`config.mk`:
```
export PLATFORM = sky130hd
export DESIGN_NAME = cw_sequencer
export DESIGN_NICKNAME = d
export VERILOG_FILES = /design/src/rtl/cw_sequencer.sv
export SDC_FILE = /design/constraint.sdc
export NUM_CORES = 1
export LEC_CHECK = 0
export CORE_MARGIN = 4
export CORE_UTILIZATION = 55
export CTS_BUF_LIST = sky130_fd_sc_hd__clkbuf_16
export CTS_CLUSTER_DIAMETER = 80
export CTS_CLUSTER_SIZE = 20
export DETAILED_ROUTE_END_ITERATION = 10
export PLACE_DENSITY = 0.76
export SLEW_MARGIN = 20
export SYNTH_ARGS = -nofsm -noshare
export SYNTH_HDL_FRONTEND = slang
export SYNTH_SLANG_ARGS = --single-unit
```
`constraint.sdc`:
```
create_clock -name clk -period 9.3 [get_ports clk]
set_input_delay 1.86 -clock clk [delete_from_list [all_inputs] [get_ports clk]]
set_output_delay 1.86 -clock clk [all_outputs]
set_load 0.03 [all_outputs]
```
`src/rtl/cw_sequencer.sv`:
```
// cw_sequencer: loads control words into a small program buffer and issues them to the Datapath
// Ports: clk, reset_b (async active-low); load/cw_in append a word; start begins execution
//   (step_mode samples free-run vs single-step); step issues one word in step mode; clear empties
//   the buffer. cw_out is the registered control word (0 = NOP), pc the index of the word on
//   cw_out, count the stored words, busy/done the run status, overflow a sticky full-load flag.
// Build option: define CW_SEQ_LOOP_EN to make RUN/STEP wrap forever, with start ending execution.
module cw_sequencer #(
  parameter int CW_WIDTH = 16,
  parameter int DEPTH    = 8,
  parameter int PC_W     = $clog2(DEPTH)
) (
  input  logic                clk,
  input  logic                reset_b,
  input  logic                load,
  input  logic [CW_WIDTH-1:0] cw_in,
  input  logic                start,
  input  logic                step_mode,
  input  logic                step,
  input  logic                clear,
  output logic [CW_WIDTH-1:0] cw_out,
  output logic [PC_W-1:0]     pc,
  output logic [PC_W:0]       count,
  output logic                busy,
  output logic                done,
  output logic                overflow
);
`ifdef CW_SEQ_LOOP_EN
  localparam bit LOOP = 1'b1;
`else
  localparam bit LOOP = 1'b0;
`endif
  typedef enum logic [1:0] {IDLE, RUN, STEP, DONE} state_t;
  state_t              r_state, w_state_nxt;
  logic [CW_WIDTH-1:0] r_mem [DEPTH];
  logic [CW_WIDTH-1:0] r_cw, w_cw_nxt;
  logic [PC_W-1:0]     r_pc, w_pc_nxt;
  // r_ptr is one bit wider than pc so a single pass can count up to DEPTH and detect the end
  logic [PC_W:0]       r_ptr, w_ptr_nxt, w_ptr_inc;
  logic [PC_W:0]       r_count, w_count_nxt;
  logic                r_ovf, w_ovf_nxt, w_wr, w_last, w_stop;
  assign w_last    = (r_ptr == r_count - 1'b1);
  assign w_ptr_inc = (LOOP && w_last) ? '0 : r_ptr + 1'b1;
  assign w_stop    = LOOP && start;
  always_comb begin
    w_state_nxt = r_state;
    w_cw_nxt    = '0;
    w_pc_nxt    = r_pc;
    w_ptr_nxt   = r_ptr;
    w_count_nxt = r_count;
    w_ovf_nxt   = r_ovf;
    w_wr        = 1'b0;
    case (r_state)
      RUN: begin
        // the end test runs one cycle after the last issue so the last word is held a full cycle
        if (w_stop || r_ptr == r_count) w_state_nxt = DONE;
        else begin
          w_cw_nxt  = r_mem[r_ptr[PC_W-1:0]];
          w_pc_nxt  = r_ptr[PC_W-1:0];
          w_ptr_nxt = w_ptr_inc;
        end
      end
      STEP: begin
        if (w_stop) w_state_nxt = DONE;
        else if (step) begin
          w_cw_nxt  = r_mem[r_ptr[PC_W-1:0]];
          w_pc_nxt  = r_ptr[PC_W-1:0];
          w_ptr_nxt = w_ptr_inc;
          if (!LOOP && w_last) w_state_nxt = DONE;
        end
      end
      default: begin
        if (start && r_count != '0) begin
          w_ptr_nxt   = '0;
          w_pc_nxt    = '0;
          w_state_nxt = step_mode ? STEP : RUN;
        end else if (clear) begin
          w_count_nxt = '0;
          w_ovf_nxt   = 1'b0;
          w_state_nxt = IDLE;
        end else if (load) begin
          w_state_nxt = IDLE;
          if (r_count == (PC_W+1)'(DEPTH)) w_ovf_nxt = 1'b1;
          else begin
            w_wr        = 1'b1;
            w_count_nxt = r_count + 1'b1;
          end
        end
      end
    endcase
  end
  always_ff @(posedge clk or negedge reset_b) begin
    if (!reset_b) begin
      r_state <= IDLE;
      r_cw    <= '0;
      r_pc    <= '0;
      r_ptr   <= '0;
      r_count <= '0;
      r_ovf   <= 1'b0;
    end else begin
      r_state <= w_state_nxt;
      r_cw    <= w_cw_nxt;
      r_pc    <= w_pc_nxt;
      r_ptr   <= w_ptr_nxt;
      r_count <= w_count_nxt;
      r_ovf   <= w_ovf_nxt;
    end
  end
  always_ff @(posedge clk) begin
    if (w_wr) r_mem[r_count[PC_W-1:0]] <= cw_in;
  end
  assign cw_out   = r_cw;
  assign pc       = r_pc;
  assign count    = r_count;
  assign overflow = r_ovf;
  assign busy     = (r_state == RUN) || (r_state == STEP);
  assign done     = (r_state == DONE);
endmodule

```
==> out/results.tsv <==
metric	value	unit
area of the die	13200	um2
Clock Path Buffers	2	
clock slew seen by the registers of the worst setup and hold paths	0.06	ns
CTS H-tree depth	4	
number of DRC markers in iteration 0	222	
Final ANT Viol Nets	0	
Final Max Tran Viols	0	
number of buffers inserted to repair setup after CTS	0	
simple-gate share of the synthesized area	0.0485	
setup repair after global routing missed its margin	no	
height of the die	115	um
detailed-routed wire length on met3	511	um
final worst path period share	0.442	
category of the worst setup path launch point	flip-flop	
slew at the pin with the worst max-slew slack	0.994	ns
metal1 wirelength	5160	um
later-pin clock latency in the skew report	0.42	ns
overall global routing resource usage	0.197	
top library cells by usage in the layout, fill and taps aside	sky130_fd_sc_hd__edfxtp_1, sky130_fd_sc_hd__clkdlybuf4s50_1, sky130_fd_sc_hd__mux4_2, sky130_fd_sc_hd__dfrtp_1, sky130_fd_sc_hd__nor2_1	
number of global-route vias before repair	3358	
max-cap viol count	0	
clock tree from TritonCTS	built	
net count after synthesis	364	
first-pass GRT wire length	18900	um
cell with the largest stage delay on the worst path	sky130_fd_sc_hd__clkdlybuf4s50_1	
outcome	completed	
post-synthesis instance total	335	
Die Span X	115	um
ANT cells	0	
Worst Path Class, Setup	reg -> out	
number of synthesized register bits	158	
Sink Count	158	
number of clock buffers inserted by TritonCTS	17	
synth-to-layout area growth	20.0	%
hold-fix buffers at CTS	0	
critical-path cell list	inv_1, ha_1, clkinv_1, clkdlybuf4s50_1	
number of remaining DRC errors	0	
highest metal layer with signal wires	met4	
most area-consuming cells after synthesis	sky130_fd_sc_hd__edfxtp_1, sky130_fd_sc_hd__dfrtp_1, sky130_fd_sc_hd__mux4_2	
Sum Neg Setup Slack	0	ns
share of final-layout standard cells stronger than drive strength 1	0.206	
main combinational cell family by area after synthesis	multiplexers	
post-synthesis sequential area ratio	0.733	
half-perimeter wire length of the detailed placement result	6880	um
routed wirelength normalized by instance count	21.4	um
compound-gate portion of the synthesized area	0.0296	
multiplexer share of the synthesized area	0.146	
Critical Path AT	2.25	ns
weighted congestion reported at the end of routability-driven placement	0.814	
cell taking the most area after synthesis	sky130_fd_sc_hd__edfxtp_1	
syn_area_per_cell	18.7	um2
met2 wire length	5910	um
Fmax achieved	0.243	GHz
worst setup path end	busy	
Via Count	3196	
Avg Vias per Cell	5.83	
leading cell type in the layout, fill and taps excluded	sky130_fd_sc_hd__edfxtp_1	
area of the mapped netlist	6270	um2
Total Routed Length	11700	um
Inst Count DP	516	
VDD IR-drop max	0.228	mV
worst clock skew	0.00997	ns
most instantiated flip-flop cell in the synthesis netlist	sky130_fd_sc_hd__edfxtp_1	
area inside the core boundary	11000	um2
Worst slew margin	0.337	
largest fanout on the critical path	9	
leakage power summed over all cells	2.56	nW
filler instances	714	
reg-to-reg endpoint	r_mem[4][11]$_DFFE_PP_	
# nets final	424	
number of enable-type register cells in the synthesized netlist	128	
final critical-path required period	4.11	ns
launching point of the worst reg2reg path	count[1]$_DFFE_PN0P_	
Adder-Cell Fraction of Synth Area	0.0120	
async set-reset flop share out of synthesis	0.190	
endpoint required time on the critical path	7.44	ns
antenna violations before repair	0	
power density normalized to cell area	305	nW/um2
I/O pin count	49	
count of instances resized after the clock tree is built	0	
number of warnings issued by yosys	0	
Setup Viol. Count Final	0	
number of rows in the core area	38	
worst reg-to-reg setup slack	6.14	ns
Yosys cell types	38	
final-layout worst hold slack	0.547	ns
clock root buffer	sky130_fd_sc_hd__clkbuf_16	
xor and xnor fraction of the mapped netlist area	0.0110	
Congestion Overflow GR	0	
initial standard-cell utilization of the core	0.571	
final total power	2.29	mW
critical path endpoint category	output pin	
worst reg2reg path depth	7	
final cell count without fillers	548	
largest incremental delay on the critical path	0.66	ns
share of the synthesized area in the top cell type	0.613	
launch point of the worst path	r_state[0]$_DFFE_PN0P_	
final count of hold timing violations	0	
final instance area	7520	um2
pin count of the biggest net entering global routing	38	
worst hold path class	reg -> reg	
number of buffer cells added on primary ports	48	
placed instance area	6950	um2
first-pass detailed-route iteration total	4	
metal layers:
| layer | GRT usage | vias up |
|---|---|---|
| met5 | 0 | - |
| met4 | 0.0642 | 0 |
| met3 | 0.0505 | 15 |
| met2 | 0.319 | 78 |
| met1 | 0.267 | 1665 |
| li1 | - | 1438 |
kinds of logic after synthesis:
kind of cell	after synthesis
adders and majority gates	6
buffers and inverters	25
AOI/OAI and AO/OA	25
and+or+nand+nor	63
DFF	158
xor gates and xnor gates	7
muxes	51
metrics by stage:
step / utilization / worst slack (ns)
detailed placement: 0.632 / 5.00
finish: 0.685 / 5.19
global route: 0.685 / 5.04
floorplan: - / 5.25
CTS: 0.685 / 5.17
global placement: 0.632 / 5.04
synth_stat cells (all sizes together), types with 2 or more instances:
master and instances:
ha 6, edfxtp 128, mux2i 17, a21oi 5, mux2 2, o21ai 8
dfrtp 30, clkbuf 4, xor2 7, nor3b 3, buf 13, nor2b 7
nand2 13, mux4 32, inv 7, a31o 4, nor2 22, nand3 5
nor3 8
critical path, delay by kind of cell, from the launching register on:
kind	cells	cell delay (ns)
buffers and inverters	3	1.00
adders and majority gates	1	0.43
DFF	1	0.39
power by group:
part | total, mW | internal, mW | switching, mW
clock | 0.659 | 0.393 | 0.267
sequential | 0.898 | 0.843 | 0.0552
combinational | 0.732 | 0.316 | 0.416
worst min path at each step:
stage                                     from  depth (start not counted)              endpoint
after detailed placement  overflow$_DFFE_PN0P_                          2  overflow$_DFFE_PN0P_
after global routing      r_ptr[3]$_DFFE_PN0P_                          2  r_ptr[3]$_DFFE_PN0P_
after CTS                 overflow$_DFFE_PN0P_                          2  overflow$_DFFE_PN0P_
after floorplan           r_ptr[3]$_DFFE_PN0P_                          2  r_ptr[3]$_DFFE_PN0P_
after global placement    overflow$_DFFE_PN0P_                          2  overflow$_DFFE_PN0P_
final                     overflow$_DFFE_PN0P_                          2  overflow$_DFFE_PN0P_
registers in the layout, indices dropped and copies added, names as in the netlist:
register and count:
count 4, r_state 2, r_mem 128, pc 3
cw_out 16, overflow 1, r_ptr 4
area by class of cell:
class	instances	area, um2	share of cell area
multi-input cells	152	1590	0.211
inverters	8	30.0	0.00399
clock buffers	17	425	0.0566
well taps	140	175	0.0233
repair buffers	58	556	0.0739
clock inverters	15	149	0.0198
flip-flops and latches	158	4600	0.611
Note: power is estimated with default switching activity, not from simulation.
